**src/rtl/cntr8_cmd_seq.sv**
```systemverilog
// cntr8_cmd_seq: queued command sequencer driving the cntr8 load/inc/d_in inputs
//
// Buffers LOAD/UP/DOWN/NOP commands in a DEPTH-entry FIFO and expands each one
// into per-cycle counter drive. Build option: define CNTR8_CMD_SEQ_OVF_EN to
// enable the sticky overflow flag on o_err (tied to 0 otherwise).
//
// Ports:
//   clk, reset          clock (rising edge), asynchronous active-high reset
//   cmd_valid/cmd_ready command handshake; cmd_ready depends on occupancy only
//   cmd_op, cmd_arg     00 NOP, 01 LOAD value, 10 UP count, 11 DOWN count (0 = 256)
//   i_hold              pause: drive forced to 0, execution frozen
//   o_load/o_inc/o_d_in counter drive
//   o_busy              a command is executing
//   o_level             FIFO occupancy
//   o_err               sticky rejected-push flag (optional)
module cntr8_cmd_seq #(
    parameter int DEPTH = 4,
    parameter int AW    = 2
) (
    input  logic          clk,
    input  logic          reset,
    input  logic          cmd_valid,
    output logic          cmd_ready,
    input  logic [1:0]    cmd_op,
    input  logic [7:0]    cmd_arg,
    input  logic          i_hold,
    output logic          o_load,
    output logic          o_inc,
    output logic [7:0]    o_d_in,
    output logic          o_busy,
    output logic [AW:0]   o_level,
    output logic          o_err
);
    typedef enum logic {IDLE, EXEC} state_t;
    localparam logic [1:0]  OP_NOP  = 2'd0;
    localparam logic [1:0]  OP_LOAD = 2'd1;
    localparam logic [1:0]  OP_UP   = 2'd2;
    localparam logic [AW:0] FULL    = (AW+1)'(DEPTH);
    state_t        state_q;
    logic [1:0]    op_q;
    logic [7:0]    arg_q;
    logic [8:0]    rem_q;
    logic [9:0]    mem_q [DEPTH];
    logic [AW-1:0] wr_q, rd_q;
    logic [AW:0]   level_q, level_d;
    logic [9:0]    head;
    logic          push, pop, last, run;
    assign cmd_ready = level_q != FULL;
    assign push      = cmd_valid & cmd_ready;
    assign run       = (state_q == EXEC) & ~i_hold;
    // LOAD and NOP always last one cycle; UP/DOWN end when one step remains
    assign last      = (op_q == OP_LOAD) | (op_q == OP_NOP) | (rem_q == 9'd1);
    // pop from IDLE, or on the final EXEC cycle so commands chain without a bubble
    assign pop       = ~i_hold & (level_q != '0) & ((state_q == IDLE) | last);
    assign level_d   = level_q + (AW+1)'(push) - (AW+1)'(pop);
    assign head      = mem_q[rd_q];
    always_ff @(posedge clk) begin
        if (push) mem_q[wr_q] <= {cmd_op, cmd_arg};
    end
    always_ff @(posedge clk or posedge reset) begin
        if (reset) begin
            state_q <= IDLE;
            op_q    <= OP_NOP;
            arg_q   <= 8'd0;
            rem_q   <= 9'd0;
            wr_q    <= '0;
            rd_q    <= '0;
            level_q <= '0;
        end else begin
            level_q <= level_d;
            if (push) wr_q <= wr_q + 1'b1;
            if (pop) begin
                rd_q    <= rd_q + 1'b1;
                op_q    <= head[9:8];
                arg_q   <= head[7:0];
                rem_q   <= (head[7:0] == 8'd0) ? 9'd256 : {1'b0, head[7:0]};
                state_q <= EXEC;
            end else if (run) begin
                if (last) state_q <= IDLE;
                else rem_q <= rem_q - 9'd1;
            end
        end
    end
    assign o_load  = run & (op_q == OP_LOAD);
    assign o_inc   = run & (op_q == OP_UP);
    assign o_d_in  = o_load ? arg_q : 8'd0;
    assign o_busy  = state_q == EXEC;
    assign o_level = level_q;
`ifdef CNTR8_CMD_SEQ_OVF_EN
    logic err_q;
    always_ff @(posedge clk or posedge reset) begin
        if (reset) err_q <= 1'b0;
        else if (cmd_valid & ~cmd_ready) err_q <= 1'b1;
    end
    assign o_err = err_q;
`else
    assign o_err = 1'b0;
`endif
endmodule

```
**config.mk**
```make
export PLATFORM = sky130hd
export DESIGN_NAME = cntr8_cmd_seq
export DESIGN_NICKNAME = d
export VERILOG_FILES = /design/src/rtl/cntr8_cmd_seq.sv
export SDC_FILE = /design/constraint.sdc
export NUM_CORES = 1
export LEC_CHECK = 0
export CAP_MARGIN = 25
export CORE_MARGIN = 4
export CORE_UTILIZATION = 67
export DETAILED_ROUTE_END_ITERATION = 10
export DONT_BUFFER_PORTS = 1
export PLACE_DENSITY = 0.83
export SLEW_MARGIN = 20
export SYNTH_ARGS = -nofsm -noshare
export SYNTH_HDL_FRONTEND = slang
export SYNTH_SLANG_ARGS = --single-unit
```
**constraint.sdc**
```tcl
create_clock -name clk -period 7.8 [get_ports clk]
set_clock_uncertainty 0.05 [all_clocks]
set_input_delay 0.39 -clock clk [delete_from_list [all_inputs] [get_ports clk]]
set_output_delay 0.39 -clock clk [all_outputs]
set_load 0.02 [all_outputs]
```
==> results.yml <==
setup_path:
  required_ps: 7950
  start_kind: "flop"
  cp_num_buf_inv: 3
  r2r_end: "o_level[2]"
  slowest_stage: "nor4b_1"
  worst-path-max-fanout: 21
  max_stage_delay_ps: 490
  critPathCaptureType: "flop"
  critical_path_arrival_ps: 3660
  critPathTopFamily: "adder cells"
  path_class: "flop to flop"
  r2r_start: "rem_q[1]"
  path_cells: "inv_1 -> ha_1 -> nor4b_1 -> nand2_1 -> a31o_2 -> inv_1 -> ha_1 -> inv_1 -> ha_1 -> fa_1 -> xor2_1 -> xnor2_1"
  worst-path-stages: 12
  ff2ff_path_depth: 12
  rrSetupSlack_ps: 4290
synthesis:
  synth_area_leaders: "edfxtp_1, dfrtp_1, mux4_1"
  synth-seq-cells: 67
  avgSynthCellArea_um2: 13.5
  synth_common_cells: "edfxtp_1, nand2_1, dfrtp_1"
  yosysWarnings: 0
  synthCells: 221
  syn_nets: 244
  synthArstFlopShare_pct: 40.3
  synth_edf_count: 40
  synth_top_cell_area_share_pct: 40.2
  synth_seq_area_share_pct: 62.8
  synthMostInstantiatedCell: "edfxtp_1"
  synthFlopType: "edfxtp_1"
  synth_top_area_cell: "edfxtp_1"
  ys_types: 36
  synth_area_um2: 2990
detailed_routing:
  dr.pass1.iters: 4
  dr_total_vias: 1741
  drc: 0
  post_drt_via_cell_ratio: 6.13
  drt_iter0_markers: 195
  ant_nets: 0
  routed_wl_um: 5350
  wire_per_inst_um: 18.8
clock_network:
  clkLatencyLatePin_ps: 330
  cts-root-buf: "clkbuf_8"
  cts_buffer_depth: 2
  cts_max_level: 3
  cts_buffers: 9
  cts.sinks: 67
  clkTransAtPathRegs_ps: 70
  ctsResizeCount: 0
  tritoncts: "built"
sta:
  report.final.slew_viol_count: 0
  post-route-period-util_pct: 45.0
  finalCriticalPeriod_ps: 3510
  max_freq_mhz: 285
  hold_violations: 0
  rsz0062_at_grt: "false"
  relSlewSlack_pct: 54.4
  worst_pin_slew_ps: 683
  setup-violations-final: 0
  finalSetupTns_ps: 0
final_layout:
  layout-drive-gt1-share_pct: 9.48
  area_delta_synth_final_pct: 7.66
  num-nets-final: 250
  stdcell_area_um2: 3220
  antennaDiodeCount: 0
job:
  cap_violations: 0
placement:
  placed_area_um2: 3030
  place_congestion: 0.886
  place.detailed.hpwl_um: 3790
  port_buffers: 0
power_and_ir_drop:
  ir_drop_v: 0.000179
  p_leak_uw: 0.00132
  p_per_area_nw_per_um2: 382
  clkPwrFrac_pct: 21.6
  switching_share_pct: 35.5
  p_comb_share_pct: 29.8
  pwr-share-seq_pct: 48.6
  cellInternalPower_uw: 794
  p_sw_uw: 436
floorplan:
  chipHeight_um: 74.8
  rows: 24
  design.core.area_um2: 4320
  die_area_um2: 5600
  die_w_um: 74.8
  start_util_pct: 69.2
  ios: 30
worst_hold_path:
  hold_path_class: "input port to flop"
  hp-start: "cmd_arg[2]"
  min_to: "mem_q[0][2]"
  worstHoldPathCells: 0
global_route:
  antenna_found_initial: 0
  grt_usage_pct: 22.3
  grt_pass1_vias: 1813
  grt_pass1_wl_um: 8940
  grt-ovfl-total: 0
  grt_max_degree: 28
status:
  outcome: "complete, no violations"
layer usage:
| layer | part of all wire [%] | GRT usage, % | routed length [um] |
|---|---|---|---|
| met5 | 0 | 0 | 0 |
| met3 | 6.9 | 8.68 | 371 |
| met1 | 40 | 27.3 | 2120 |
| met2 | 53 | 37.4 | 2830 |
| met4 | 0.36 | 5.93 | 19 |
cells by family after synthesis:
logic type | after synthesis | synth area share [%]
mux | 16 | 10.7
other cells | 1 | 0.125
simple gates | 80 | 12.7
fa+ha+maj | 9 | 4.02
buf+inv | 21 | 3.22
flops | 67 | 62.8
xor+xnor | 5 | 1.46
compound gates | 22 | 5.02
how the worst max path moves through the flow:
stage / to / slack, ps / from
floorplan: o_level[2] / 4940 / rem_q[1]
global placement: o_level[2] / 4620 / rem_q[1]
detailed placement: o_level[2] / 4370 / rem_q[1]
CTS: o_level[2] / 4340 / rem_q[1]
global route: o_level[2] / 4160 / rem_q[1]
finish: o_level[2] / 4290 / rem_q[1]
flip-flops by register name (all words and copies together) (netlist names):
name and count:
o_busy 1, mem_q 40, op_q 2, rem_q 9, arg_q 8, o_level 3
wr_q 2, rd_q 2
metrics by stage:
stage	std cells	utilization [%]	total power, uW	hold WS (ps)	setup slack [ps]
2_1_floorplan	221	-	879	387	4940
3_3_place_gp	266	69.8	940	403	4620
3_5_place_dp	267	70.0	969	414	4370
4_1_cts	283	74.2	1240	86.3	4340
5_1_grt	284	74.5	1320	76.6	4160
6_report	284	74.5	1230	106	4290
cell usage in the layout (no fill, tap or decap), types with 2 or more instances in the layout:
cell and count:
a211oi_1 2, a21oi_1 2, a22oi_1 2, and2_1 10
and3_1 4, clkbuf_8 9, clkinv_2 3, dfrtp_1 27
edfxtp_1 40, ha_1 8, inv_1 13, mux2i_1 6
mux4_1 9, nand2_1 38, nor2_1 12, nor3_1 6
o21ai_0 8, o2bb2ai_1 5, or2_2 2, xnor2_1 4
power groups by stage:
stage	logic, uW	registers, uW	clock network [uW]
floorplan	319	559	0
global placement	345	594	0
detailed placement	365	604	0
CTS	369	598	273
global route	415	611	290
finish	366	598	266
layout make-up:
cell class,count,area [um^2]
Clock buffer,10,128
Clock inverter,6,56.3
Fill cell,283,1100
Inverter,14,52.6
Multi-Input combinational cell,133,1020
Sequential cell,67,1880
Tap cell,52,65.1
Timing Repair Buffer,2,17.5
timing repair:
item | CTS | global route
endpoints found under the hold margin | 0 | 27
hold buffers | 0 | 1
setup buffers | 0 | 0
Note: power is estimated with default switching activity, not from simulation.
